--- src/rtl/shift_pkg.sv ---
// shift_pkg: shared widths, op encodings and FSM states for the shift sequencer
package shift_pkg;
    localparam int WIDTH   = 32;
    localparam int SHAMT_W = 5;
    localparam logic [1:0] OP_SLL = 2'b00;
    localparam logic [1:0] OP_SRL = 2'b10;
    localparam logic [1:0] OP_SRA = 2'b11;
    typedef enum logic [1:0] {
        IDLE  = 2'd0,
        SHIFT = 2'd1,
        DONE  = 2'd2
    } state_t;
endpackage

--- src/rtl/shift_seq_ctrl_step.sv ---
// shift_step: one combinational shift step of 1 or 2 bits
// work: current value, op_r: latched op, by2: 1 = 2-bit step, 0 = 1-bit step, nxt: shifted value
module shift_step
    import shift_pkg::*;
#(
    parameter int W = WIDTH
) (
    input  logic [W-1:0] work,
    input  logic [1:0]   op_r,
    input  logic         by2,
    output logic [W-1:0] nxt
);
    logic fill;
    logic right;
    always_comb begin
        // op 01 falls through to the left-shift path, same as sll
        right = (op_r == OP_SRL) || (op_r == OP_SRA);
        fill  = (op_r == OP_SRA) & work[W-1];
        nxt   = right ? (by2 ? {{2{fill}}, work[W-1:2]} : {fill, work[W-1:1]})
                      : (by2 ? {work[W-3:0], 2'b00} : {work[W-2:0], 1'b0});
    end
endmodule

--- src/rtl/shift_seq_ctrl.sv ---
// shift_seq_ctrl: iterative sll/srl/sra sequencer with start/busy/done handshake
// clk/reset: clock and async active-high reset; start/op/a/shamt: request sampled in IDLE;
// busy: not IDLE; done: one-cycle result-valid pulse; y: result register
module shift_seq_ctrl
    import shift_pkg::*;
#(
    parameter int WIDTH   = shift_pkg::WIDTH,
    parameter int SHAMT_W = shift_pkg::SHAMT_W
) (
    input  logic               clk,
    input  logic               reset,
    input  logic               start,
    input  logic [1:0]         op,
    input  logic [WIDTH-1:0]   a,
    input  logic [SHAMT_W-1:0] shamt,
    output logic               busy,
    output logic               done,
    output logic [WIDTH-1:0]   y
);
    state_t             state_q, state_d;
    logic [WIDTH-1:0]   work_q, work_d, y_q, y_d, step_out;
    logic [SHAMT_W-1:0] cnt_q, cnt_d;
    logic [1:0]         op_q, op_d;
    logic               by2;

    assign by2 = cnt_q > SHAMT_W'(1);

    shift_step #(.W(WIDTH)) u_step (
        .work (work_q),
        .op_r (op_q),
        .by2  (by2),
        .nxt  (step_out)
    );

    always_comb begin
        state_d = state_q;
        work_d  = work_q;
        cnt_d   = cnt_q;
        op_d    = op_q;
        y_d     = y_q;
        case (state_q)
            IDLE: if (start) begin
                work_d  = a;
                cnt_d   = shamt;
                op_d    = op;
                state_d = SHIFT;
            end
            SHIFT: if (cnt_q == '0) begin
                y_d     = work_q;
                state_d = DONE;
            end else begin
                work_d = step_out;
                cnt_d  = cnt_q - (by2 ? SHAMT_W'(2) : SHAMT_W'(1));
            end
            default: state_d = IDLE;
        endcase
    end

    always_ff @(posedge clk or posedge reset) begin
        if (reset) begin
            state_q <= IDLE;
            work_q  <= '0;
            cnt_q   <= '0;
            op_q    <= '0;
            y_q     <= '0;
        end else begin
            state_q <= state_d;
            work_q  <= work_d;
            cnt_q   <= cnt_d;
            op_q    <= op_d;
            y_q     <= y_d;
        end
    end

    assign busy = state_q != IDLE;
    assign done = state_q == DONE;
    assign y    = y_q;
endmodule
--- config.mk ---
export PLATFORM = sky130hd
export DESIGN_NAME = shift_seq_ctrl
export DESIGN_NICKNAME = d
export VERILOG_FILES = /design/src/rtl/shift_pkg.sv /design/src/rtl/shift_seq_ctrl_step.sv /design/src/rtl/shift_seq_ctrl.sv
export SDC_FILE = /design/constraint.sdc
export NUM_CORES = 1
export LEC_CHECK = 0
export ABC_CLOCK_PERIOD_IN_PS = 1950
export BUFFER_PORTS_ARGS = -buffer_cell sky130_fd_sc_hd__buf_2
export CORE_MARGIN = 2
export CORE_UTILIZATION = 35
export CTS_BUF_LIST = sky130_fd_sc_hd__clkbuf_8
export DETAILED_ROUTE_END_ITERATION = 10
export SYNTH_ARGS = -nofsm -noshare
export SYNTH_HDL_FRONTEND = slang
export SYNTH_HIERARCHICAL = 1
export SYNTH_SLANG_ARGS = --single-unit
export TNS_END_PERCENT = 10
--- constraint.sdc ---
create_clock -name clk -period 1.95 [get_ports clk]
set_clock_uncertainty 0.2 [all_clocks]
set_input_delay 0.0975 -clock clk [delete_from_list [all_inputs] [get_ports clk]]
set_output_delay 0.0975 -clock clk [all_outputs]
set_load 0.03 [all_outputs]
==> results.cfg <==
[run_status]
status = finished with violations
violations = setup timing

[global_route]
gr-total-overflow = 0
grt_pass1_wl_mm = 15.55
grt_antenna_before_repair = 0
largest_net_degree_at_the_start_of_global_routing = 74
grt_pass1_vias = 3063
grt.total_usage_pct = 15.63

[drt]
detail_route.first_pass.iterations = 4
wl_mm = 9.781
post-route-drc-count = 0
wire_per_inst_um = 15.90
detail_route.iter0.violations = 129
count_of_vias_placed_by_the_detailed_router = 3165
antenna_violating_nets_post_route = 0
routed_via_density = 5.146

[pwr]
power_report.internal_total_w = 0.006023
seq_power_share_pct = 30.6
clock_power_share_pct = 14.5
power_switching_w = 0.004123
ir_worst_vdd_v = 0.001007
report.power.total_w = 0.01015
powerDensity_nw_per_um2 = 1839
leakagePower_nw = 2.619
switching_share_pct = 40.64
pwr-share-comb_pct = 54.9

[layout]
layout-drive-gt1-share_pct = 42.74
nNetsFinal = 515
layout_commonest_cell = sky130_fd_sc_hd__buf_2
layout.filler_cells = 996
instances_no_fill = 615
antenna_cells = 0
final_area_um2 = 5518
most_used_cells_in_the_layout_excluding_fill_and_tap_cells = sky130_fd_sc_hd__buf_2, sky130_fd_sc_hd__dfrtp_1, sky130_fd_sc_hd__nand2_1, sky130_fd_sc_hd__dlygate4sd3_1, sky130_fd_sc_hd__nor2_1
areaGrowthSynthToFinish_pct = 38.99

[clock_tree]
worstSkewPairLatency_ns = 0.35
ctsHtreeMaxLevel = 3
cts-buffers-inserted = 9
clockBufferDepth = 2
clk_pin_slew_ns = 0.08
cts_sink_cnt = 73
clock_tree.root_cell = sky130_fd_sc_hd__clkbuf_8
cts_tree = yes

[sta]
layout_min_cycle_time_ns = 2.065
grt_setup_unrepaired = yes
relSlewSlack_pct = 73.45
final_max_slew_viol_count = 0
top_achievable_clock_speed_mhz = 484.3
report.final.hold_viol_count = 0
worst_pin_slew_ns = 0.3983
setup_slack_ns = -0.1150
finalSetupViolCount = 34
timing.setup.tns_ns = -2.430
timing.final.crit_share_pct = 105.9

[floorplan]
die_x_um = 110.5
starting_density_pct = 36.30
dieHeight_um = 110.5
die_area_um2 = 12210
floorplan.core_area_um2 = 10940
placement_rows = 38
pin_count = 76

[placed_design]
port_buffers = 75
final_hpwl_dp_mm = 6.101
placement.cell_area_um2 = 4567
placedCellCount = 551
detailedPlace.worstSlack_ns = -0.1444
gp_routability_congestion = 0.7886

[worst_setup_path]
crit_required_ns = 1.99
critPathCaptureType = register
critical_path.startpoint_type = register
worst_ep_arrival_time_ns = 2.10
crit_type = register to register
crit_path_max_fanout = 8
reg2regPathDepth = 7

[synthesis]
synth-seq-area-share_pct = 46.01
ys_top_cells_by_area = sky130_fd_sc_hd__dfrtp_1, sky130_fd_sc_hd__mux4_2, sky130_fd_sc_hd__mux2_1
synth-warning-count = 6
post_synth.cell_area_avg_um2 = 11.51
synthFlopType = sky130_fd_sc_hd__dfrtp_1
synth_top_family_by_area = multiplexers
synth-xor-area-share_pct = 0
yosys.area_share.adder_pct = 1.135
synth_edf_count = 0
post_synth_mux_area_share_pct = 26.73
yosys_register_bits = 73
synth_cell_types = 34
complex_gate_fraction_of_the_synthesized_area_pct = 8.005
mappedNetlistArea_um2 = 3970
share_of_synthesized_cell_area_in_and_or_nand_and_nor_gates_pct = 12.57
synth_cells = 345
synth_area_leader = sky130_fd_sc_hd__dfrtp_1
synth_top_area_share_pct = 46.01
postSynth.asyncResetShare_pct = 100.0
mappedNetlistNets = 390

[hold_path]
holdCritPathClass = input pin to register
hold-path-cell-count = 4

[flow_run]
drv_cap = 0
-- power groups by stage --
stage | Combinational (W) | Clock, W | Sequential (W)
after global routing | 0.00609 | 0.00155 | 0.00324
final | 0.00557 | 0.00147 | 0.00310
after CTS | 0.00515 | 0.00151 | 0.00308
after global placement | 0.00475 | 0 | 0.00306
after floorplan | 0.00319 | 0 | 0.00348
after detailed placement | 0.00487 | 0 | 0.00309
-- synth_stat cells (2+ instances only) --
cell type,instances
sky130_fd_sc_hd__nand2_1,64
sky130_fd_sc_hd__mux4_1,2
sky130_fd_sc_hd__nand3_1,3
sky130_fd_sc_hd__buf_1,3
sky130_fd_sc_hd__nand2b_1,2
sky130_fd_sc_hd__inv_1,8
sky130_fd_sc_hd__mux2_2,5
sky130_fd_sc_hd__buf_2,12
sky130_fd_sc_hd__mux4_2,26
sky130_fd_sc_hd__mux2_1,29
sky130_fd_sc_hd__buf_6,5
sky130_fd_sc_hd__o21ai_0,4
sky130_fd_sc_hd__ha_1,2
sky130_fd_sc_hd__buf_12,2
sky130_fd_sc_hd__a21oi_1,7
sky130_fd_sc_hd__dfrtp_1,73
sky130_fd_sc_hd__a22o_1,2
sky130_fd_sc_hd__clkbuf_1,4
sky130_fd_sc_hd__nor2b_1,4
sky130_fd_sc_hd__a31oi_1,32
sky130_fd_sc_hd__mux2i_1,4
sky130_fd_sc_hd__nor2_1,40
-- layout make-up --
type                       count  area (um^2)  share of cell area (%)
multi-input combinational    237         2112                   38.28
sequential                    73         1827                   33.11
inverter                       8        35.03                  0.6349
timing repair buffer         141         1125                   20.39
tap                          140        175.2                   3.175
clock buffer                  10        137.6                   2.494
clock inverter                 6        106.4                   1.927
-- routing by layer --
layer / track usage, % / part of all wire, % / vias up
met5: 0 / 0 / -
met4: 4.500 / 0.88 / 0
met3: 3.348 / 4.1 / 7
met2: 24.95 / 49 / 84
met1: 21.56 / 46 / 1583
li1: - / - / 1491
-- repair_timing --
item / in CTS / in global routing
resized for setup: 19 / 40
hold buffers: 40 / 0
setup endpoints to repair: 33 / 69
buffers inserted: 1 / 4
pin swaps: 3 / 16
hold endpoints to repair: 112 / 0
cloned: 1 / 2
-- metrics by stage --
stage | hold WS [ns] | util, %
after floorplan | 0.04745 | -
after global routing | 0.06258 | 50.46
after CTS | 0.01794 | 48.46
after detailed placement | 0.02305 | 41.76
after global placement | 0.01953 | 41.76
final | 0.02861 | 50.46
-- kinds of logic after synthesis --
group,after synthesis
multiplexers,66
AO/OA/AOI/OAI,50
flip-flops,73
adder cells (fa/ha/maj),3
buffers and inverters,35
AND/OR/NAND/NOR,118
-- sequential cells by signal, summed over array words and instances, names as in the netlist --
signal,flops
state_q,2
op_q,2
work_q,32
cnt_q,5
y,32
-- worst max-delay path: stages, from the launching register on --
cell and delay, ns:
sky130_fd_sc_hd__dfrtp_1 0.41, sky130_fd_sc_hd__nor4_4 0.32, sky130_fd_sc_hd__buf_4 0.19, sky130_fd_sc_hd__inv_6 0.06
sky130_fd_sc_hd__clkbuf_16 0.17, sky130_fd_sc_hd__mux4_2 0.43, sky130_fd_sc_hd__nand2_1 0.08, sky130_fd_sc_hd__a31oi_1 0.08
-- path summary, 6_finish.rpt --
| path | startpoint | endpoint | slack (ns) |
|---|---|---|---|
| worst min register to register | y[12] | y[12] | 0.29 |
| max in group asynchronous | reset | work_q[28] | 1.04 |
| worst max-delay path | cnt_q[4] | work_q[23] | -0.12 |
| worst max register to register | cnt_q[4] | work_q[23] | -0.12 |
| min in group asynchronous | reset | work_q[27] | 0.17 |
| worst min-delay path | start | op_q[0] | 0.03 |
No activity file was read; power rests on OpenSTA's default activity.
